==> config.mk <==
export PLATFORM = sky130hd
export DESIGN_NAME = ncl_quat_sync_sink_flat
export DESIGN_NICKNAME = d
export VERILOG_FILES = /design/src/rtl/ncl_quat_pkg.sv /design/src/rtl/ncl_quat_sync_sink_if.sv /design/src/rtl/ncl_rail_sync.sv /design/src/rtl/ncl_quat_sync_sink.sv /design/src/flat_wrapper.sv
export SDC_FILE = /design/constraint.sdc
export NUM_CORES = 1
export LEC_CHECK = 0
export CORE_UTILIZATION = 45
export CTS_CLUSTER_SIZE = 40
export DETAILED_ROUTE_END_ITERATION = 10
export GPL_ROUTABILITY_DRIVEN = 0
export PLACE_DENSITY = 0.71
export SLEW_MARGIN = 20
export SYNTH_ARGS = -nofsm -noshare
export SYNTH_HDL_FRONTEND = slang
export SYNTH_HIERARCHICAL = 1
export SYNTH_SLANG_ARGS = --single-unit
export TNS_END_PERCENT = 1
==> constraint.sdc <==
create_clock -name clk -period 1.84 [get_ports clk]
set_input_delay 0.276 -clock clk [delete_from_list [all_inputs] [get_ports clk]]
set_output_delay 0.276 -clock clk [all_outputs]
set_load 0.005 [all_outputs]
==> src/rtl/ncl_quat_pkg.sv <==
// rtl/ncl_quat_pkg.sv - shared types and 1-of-4 code classification for the quaternary NCL sink
package ncl_quat_pkg;

    typedef enum logic {
        WAIT_DATA = 1'b0,
        WAIT_NULL = 1'b1
    } state_e;

    typedef enum logic [1:0] {
        CLS_NULL  = 2'd0,
        CLS_LEGAL = 2'd1,
        CLS_MULTI = 2'd2
    } code_cls_e;

    typedef struct packed {
        code_cls_e  cls;
        logic [1:0] idx;
    } code_info_t;

    localparam logic [3:0] NULL_CODE = 4'b0000;

    function automatic code_info_t onehot4(input logic [3:0] word);
        code_info_t r;
        r.cls = CLS_MULTI;
        r.idx = 2'd0;
        case (word)
            NULL_CODE: r.cls = CLS_NULL;
            4'b0001:   begin r.cls = CLS_LEGAL; r.idx = 2'd0; end
            4'b0010:   begin r.cls = CLS_LEGAL; r.idx = 2'd1; end
            4'b0100:   begin r.cls = CLS_LEGAL; r.idx = 2'd2; end
            4'b1000:   begin r.cls = CLS_LEGAL; r.idx = 2'd3; end
            default:   r.cls = CLS_MULTI;
        endcase
        return r;
    endfunction

endpackage

==> src/rtl/ncl_quat_sync_sink_if.sv <==
// rtl/ncl_quat_sync_sink_if.sv - quaternary rails, acknowledge and status bundle
interface ncl_quat_sync_sink_if #(
    parameter int CNT_W = 16
);
    logic [3:0]       quat_in;
    logic             err_clr;
    logic             quat_ack;
    logic [1:0]       value;
    logic             value_valid;
    logic [CNT_W-1:0] token_count;
    logic             err_multi;
    logic             err_timeout;

    modport master (
        output quat_in, err_clr,
        input  quat_ack, value, value_valid, token_count, err_multi, err_timeout
    );

    modport slave (
        input  quat_in, err_clr,
        output quat_ack, value, value_valid, token_count, err_multi, err_timeout
    );
endinterface

==> src/rtl/ncl_rail_sync.sv <==
// rtl/ncl_rail_sync.sv - multi-stage rail synchroniser with asynchronous clear
module ncl_rail_sync #(
    parameter int WIDTH  = 4,
    parameter int STAGES = 2
) (
    input  logic             clk,
    input  logic             init,
    input  logic [WIDTH-1:0] d,
    output logic [WIDTH-1:0] next_word,
    output logic [WIDTH-1:0] sync_word
);
    logic [WIDTH-1:0] chain_q [STAGES];
    logic [WIDTH-1:0] chain_d [STAGES];

    always_comb begin
        chain_d[0] = d;
        for (int i = 1; i < STAGES; i++) begin
            chain_d[i] = chain_q[i-1];
        end
    end

    always_ff @(posedge clk or posedge init) begin
        if (init) begin
            for (int i = 0; i < STAGES; i++) begin
                chain_q[i] <= '0;
            end
        end else begin
            chain_q <= chain_d;
        end
    end

    // next_word is what the last stage will hold after this edge; the sink uses it for change detection
    assign next_word = chain_q[STAGES-2];
    assign sync_word = chain_q[STAGES-1];
endmodule

==> src/rtl/ncl_quat_sync_sink.sv <==
// rtl/ncl_quat_sync_sink.sv - clocked 1-of-4 NCL consumer: sync, settle, decode, acknowledge
module ncl_quat_sync_sink
    import ncl_quat_pkg::*;
#(
    parameter int SYNC_STAGES = 2,
    parameter int SETTLE      = 2,
    parameter int TIMEOUT     = 64,
    parameter int CNT_W       = 16
) (
    input  logic                 clk,
    input  logic                 init,
    ncl_quat_sync_sink_if.slave  bus
);
    localparam int SC_W = $clog2(SETTLE + 1);
    localparam int WC_W = $clog2(TIMEOUT + 1);

    logic [3:0]       next_word, sync_word;
    state_e           state_q, state_d;
    logic [SC_W-1:0]  stable_cnt_q, stable_cnt_d;
    logic [WC_W-1:0]  wait_cnt_q, wait_cnt_d;
    logic [1:0]       value_q, value_d;
    logic             value_valid_q, value_valid_d;
    logic [CNT_W-1:0] token_count_q, token_count_d;
    logic             err_multi_q, err_multi_d;
    logic             err_timeout_q, err_timeout_d;
    logic             quat_ack_q, quat_ack_d;
    logic             is_stable, timeout_hit;
    code_info_t       info;

    ncl_rail_sync #(.WIDTH(4), .STAGES(SYNC_STAGES)) u_sync (
        .clk       (clk),
        .init      (init),
        .d         (bus.quat_in),
        .next_word (next_word),
        .sync_word (sync_word)
    );

    always_comb begin
        stable_cnt_d = '0;
        if (next_word == sync_word) begin
            stable_cnt_d = (stable_cnt_q == SC_W'(SETTLE)) ? stable_cnt_q : stable_cnt_q + 1'b1;
        end
        is_stable = (stable_cnt_q >= SC_W'(SETTLE - 1));
        info      = onehot4(sync_word);
    end

    always_ff @(posedge clk or posedge init) begin
        if (init) begin
            state_q       <= WAIT_DATA;
            stable_cnt_q  <= '0;
            wait_cnt_q    <= '0;
            value_q       <= '0;
            value_valid_q <= 1'b0;
            token_count_q <= '0;
            err_multi_q   <= 1'b0;
            err_timeout_q <= 1'b0;
            quat_ack_q    <= 1'b0;
        end else begin
            state_q       <= state_d;
            stable_cnt_q  <= stable_cnt_d;
            wait_cnt_q    <= wait_cnt_d;
            value_q       <= value_d;
            value_valid_q <= value_valid_d;
            token_count_q <= token_count_d;
            err_multi_q   <= err_multi_d;
            err_timeout_q <= err_timeout_d;
            quat_ack_q    <= quat_ack_d;
        end
    end

    always_comb begin
        state_d = state_q;
        case (state_q)
            WAIT_DATA: if (is_stable && info.cls != CLS_NULL) state_d = WAIT_NULL;
            WAIT_NULL: if (is_stable && info.cls == CLS_NULL) state_d = WAIT_DATA;
            default:   state_d = WAIT_DATA;
        endcase
    end

    always_comb begin
        value_d       = value_q;
        value_valid_d = 1'b0;
        token_count_d = token_count_q;
        quat_ack_d    = (state_d == WAIT_NULL);
        timeout_hit   = 1'b0;
        wait_cnt_d    = '0;
        if (state_d == state_q) begin
            wait_cnt_d  = (wait_cnt_q == WC_W'(TIMEOUT)) ? wait_cnt_q : wait_cnt_q + 1'b1;
            timeout_hit = (wait_cnt_q == WC_W'(TIMEOUT - 1));
        end
        if (state_q == WAIT_DATA && is_stable && info.cls == CLS_LEGAL) begin
            value_d       = info.idx;
            value_valid_d = 1'b1;
            token_count_d = token_count_q + 1'b1;
        end
        // a set condition on the same edge as err_clr must win
        err_multi_d = err_multi_q && !bus.err_clr;
        if (state_q == WAIT_DATA && is_stable && info.cls == CLS_MULTI) begin
            err_multi_d = 1'b1;
        end
        err_timeout_d = timeout_hit || (err_timeout_q && !bus.err_clr);
    end

    assign bus.quat_ack    = quat_ack_q;
    assign bus.value       = value_q;
    assign bus.value_valid = value_valid_q;
    assign bus.token_count = token_count_q;
    assign bus.err_multi   = err_multi_q;
    assign bus.err_timeout = err_timeout_q;
endmodule

==> src/flat_wrapper.sv <==
// flat-port wrapper written by rule: the top's interface ports become plain ports
module ncl_quat_sync_sink_flat import ncl_quat_pkg::*;
#(
    parameter int SYNC_STAGES = 2,
    parameter int SETTLE      = 2,
    parameter int TIMEOUT     = 64,
    parameter int CNT_W       = 16
)
  (clk, init, bus_quat_in, bus_err_clr, bus_quat_ack, bus_value, bus_value_valid, bus_token_count, bus_err_multi, bus_err_timeout);
  ncl_quat_sync_sink_if #(.CNT_W(CNT_W)) bus_i ();
  input  logic clk;
  input  logic init;
  input wire logic [$bits(bus_i.quat_in)-1:0] bus_quat_in;
  input wire logic [$bits(bus_i.err_clr)-1:0] bus_err_clr;
  output wire logic [$bits(bus_i.quat_ack)-1:0] bus_quat_ack;
  output wire logic [$bits(bus_i.value)-1:0] bus_value;
  output wire logic [$bits(bus_i.value_valid)-1:0] bus_value_valid;
  output wire logic [$bits(bus_i.token_count)-1:0] bus_token_count;
  output wire logic [$bits(bus_i.err_multi)-1:0] bus_err_multi;
  output wire logic [$bits(bus_i.err_timeout)-1:0] bus_err_timeout;
  assign bus_i.quat_in = bus_quat_in;
  assign bus_i.err_clr = bus_err_clr;
  assign bus_quat_ack = bus_i.quat_ack;
  assign bus_value = bus_i.value;
  assign bus_value_valid = bus_i.value_valid;
  assign bus_token_count = bus_i.token_count;
  assign bus_err_multi = bus_i.err_multi;
  assign bus_err_timeout = bus_i.err_timeout;
  ncl_quat_sync_sink #(.SYNC_STAGES(SYNC_STAGES), .SETTLE(SETTLE), .TIMEOUT(TIMEOUT), .CNT_W(CNT_W)) u_core (.clk(clk), .init(init), .bus(bus_i));
endmodule
==> results by group <==
STA
  – RSZ-0062 raised after global routing: true
  – Worst slew pin tran: 416 ps
  – Slew Viols, Final: 0
  – # setup viols final: 0
  – Slew HR: between 70 and 80%
  – Period utilisation layout: 94.8%
  – Setup TNS: 0 ps
  – Final count of hold timing violations: 0
  – Clock skew: between 8 and 9 ps
  – Max Clock Freq: 573 MHz
  – Final worst slack: between 90 and 100 ps
  – Post-layout min period: approximately 1700 ps

Worst setup path
  – Crit. End Element: register
  – CP peak stage delay: between 400 and 500 ps
  – CP cell instances: inv_2 -> ha_1 -> or4b_4 -> nor3b_4 -> mux2i_1 -> nor2_1
  – WS Path Type: reg -> reg
  – Startpoint Class: register
  – R2R cell count: 6
  – CP max FO: 3
  – Slowest-stage cell, CP: or4b_4
  – CP required: roughly 2000 ps
  – Arr. time, crit path: roughly 1900 ps

Synth
  – Syn_nets: 170
  – Synth Cell Area: approximately 1900 um2
  – Cells after Synth: 158
  – Post-synth cell types: 37
  – Post-synthesis sequential area ratio: 50.2%
  – Largest family of logic cells by synthesized area: simple AND/OR/NAND/NOR gates
  – Ys async rst share: 100%
  – Fraction of synthesized cell area in xor and xnor cells: around an eighth
  – Simple-gate portion of the synthesized area: around 22%
  – Yosys top cell area share: 50.2%
  – Ys flop type: dfrtp_1
  – Most instantiated cells after synthesis: dfrtp_1, xor2_1, nor2_1
  – Ys Warns: 6
  – Adder-cell share of the synthesized area: between 3 and 4%
  – Number of synthesized register bits: 39
  – Syn avg cell area: around 12 um2
  – Proportion of synthesized area in mux cells: under 10%
  – Compound-Gate Fraction of Synth Area: between 4 and 5%
  – Number of synthesized flops with an enable pin: 0
  – Area contributors post-synth: dfrtp_1, xor2_1, xnor2_1, ha_1, nor4b_2
  – Largest area contributor in the netlist: dfrtp_1
  – Count leader, synth: dfrtp_1

Final layout
  – Nets: ~210
  – Synth-to-layout area growth: 25.2%
  – ANT cells: 0
  – Filler cell count: ~350
  – Share of layout cells above drive strength 1: a little over a fifth

Floorplanning
  – Die Wd: 67.7 um
  – Die height: 67.7 um
  – Row count: 23
  – Die area: between 4000 and 5000 um2
  – Placeable Area: 4090 um2
  – Initial Util: 47.6%
  – Num ports: 29

CTS
  – Clock root buffer: clkbuf_8
  – CTS tree: built
  – Longest Clk Path Bufs: 2
  – Worst-path clk slew: about 70 ps
  – Clk sinks: 39
  – Number of buffers created by CTS: 5
  – Worst-Skew Late Latency: 290 ps
  – H-tree depth: 2

Global route
  – Initial antenna violation count: 0
  – Largest net degree at the start of global routing: 32
  – Global-route wire length before repair: 5760 um
  – Gr usage total: between 15 and 20%
  – Vias in the first global route: roughly 1300
  – Total grt overflow: 0

Flow run
  – Max-Cap Viols: 0

Detailed routing
  – Final ANT Viol Nets: 0
  – First-pass detailed-route iteration total: 2
  – Routed vias: 1292
  – Drt initial violations: 33
  – Routed len/inst: around 14 um
  – Post-DR vias/cell: between 5 and 6
  – DRC Markers: 0
  – Post-Route WL: 3520 um

Pwr
  – LEAKAGE: 1.10 nW
  – Peak VDD IR: 0.000592 V
  – Power, Total: about 0.0021 W
  – PwrDens: between 800 and 900 nW/um2

Worst hold path
  – Tightest Hold Check Type: in -> async

Outcome
  – Status: completed

Place
  – Worst slack at placement: roughly 29 ps
  – DP HPWL: 2610 um
  – I/O Buffers: 28
[kinds of logic after synthesis]
family / after synthesis
XOR/XNOR: 28
buffers and inverters: 16
multiplexers: 4
flip-flops: 39
AND/OR/NAND/NOR: 55
adder cells (fa/ha/maj): 6
AO/OA/AOI/OAI: 10
[through the flow]
stage | hold slack [ps] | instance area (um2) | utilization [%] | instances
2_1_floorplan | 91.7 | 1940 | - | 158
4_1_cts | 260 | 2420 | 59.3 | 250
6_report | 258 | 2430 | 59.6 | 251
5_1_grt | 299 | 2430 | 59.6 | 251
3_5_place_dp | 389 | 2320 | 56.9 | 242
3_3_place_gp | 380 | 2320 | 56.9 | 242
[registers in the layout (all words and copies together) (netlist names)]
register and cells:
u_core/stable_cnt_q 2, u_core/bus.err_timeout 1, u_core/bus.value 2, u_core/bus.quat_ack 1, u_core/bus.value_valid 1, u_core/u_sync/sync_word 4
u_core/u_sync/next_word 4, u_core/bus.err_multi 1, u_core/bus.token_count 16, u_core/wait_cnt_q 7
[cell type report]
type	count	area, um2	area share [%]
Sequential cell	39	977	40.2
Multi-Input combinational cell	103	878	36.1
Timing Repair Buffer	41	378	15.5
Clock buffer	8	100	4.11
Tap cell	50	62.6	2.57
Inverter	10	37.5	1.54
[worst paths after layout]
check                                            from  slack [ps]                          to
max reg2reg                      u_core/wait_cnt_q[0]         100        u_core/wait_cnt_q[1]
min in group clk           u_core/u_sync/next_word[0]         400  u_core/u_sync/sync_word[0]
max in group asynchronous                        init        1140         u_core/bus.value[1]
min                                              init         260  u_core/u_sync/next_word[3]
min reg2reg                u_core/u_sync/next_word[0]         400  u_core/u_sync/sync_word[0]
max                              u_core/wait_cnt_q[0]         100        u_core/wait_cnt_q[1]
[cells in the final DEF, fill, tap and decap left out, drive strengths merged, types with 4 or more instances in the layout]
master,instances
clkbuf,8
clkdlybuf4s50,28
nor3b,5
buf,13
inv,10
ha,5
nand3,4
xor2,19
nor3,8
dfrtp,39
nor4b,6
nor2,15
xnor2,9
nand2,5
[layer usage]
| metal | GRT usage, % | up-vias | part of all wire (%) |
|---|---|---|---|
| met3 | 4.56 | 9 | 2.8 |
| met1 | 21.4 | 639 | 45 |
| met4 | 9.57 | 0 | 1.8 |
| met2 | 28.2 | 24 | 51 |
| met5 | 0 | - | 0 |
| li1 | - | 620 | - |
[report_power, final]
group | leakage, nW | total, W | switching, W | internal (W)
logic | 0.549 | 0.000407 | 0.000192 | 0.000215
registers | 0.501 | 0.00109 | 0.000129 | 0.000963
clock network | 0.0515 | 0.000620 | 0.000278 | 0.000342
[critical path, delay by kind of cell, from the launching register on]
kind / cells / cell delay (ps)
adder cells (fa/ha/maj): 1 / 140
buffers and inverters: 1 / 80
flip-flops: 1 / 410
multiplexers: 1 / 230
AND/OR/NAND/NOR: 3 / 780
[repair_timing]
item	4_1_cts	5_1_grt
hold buffers	0	0
buffers inserted	0	1
endpoints found under the setup margin	0	4
gates resized for setup	0	2
No activity file was read; power rests on OpenSTA's default activity.
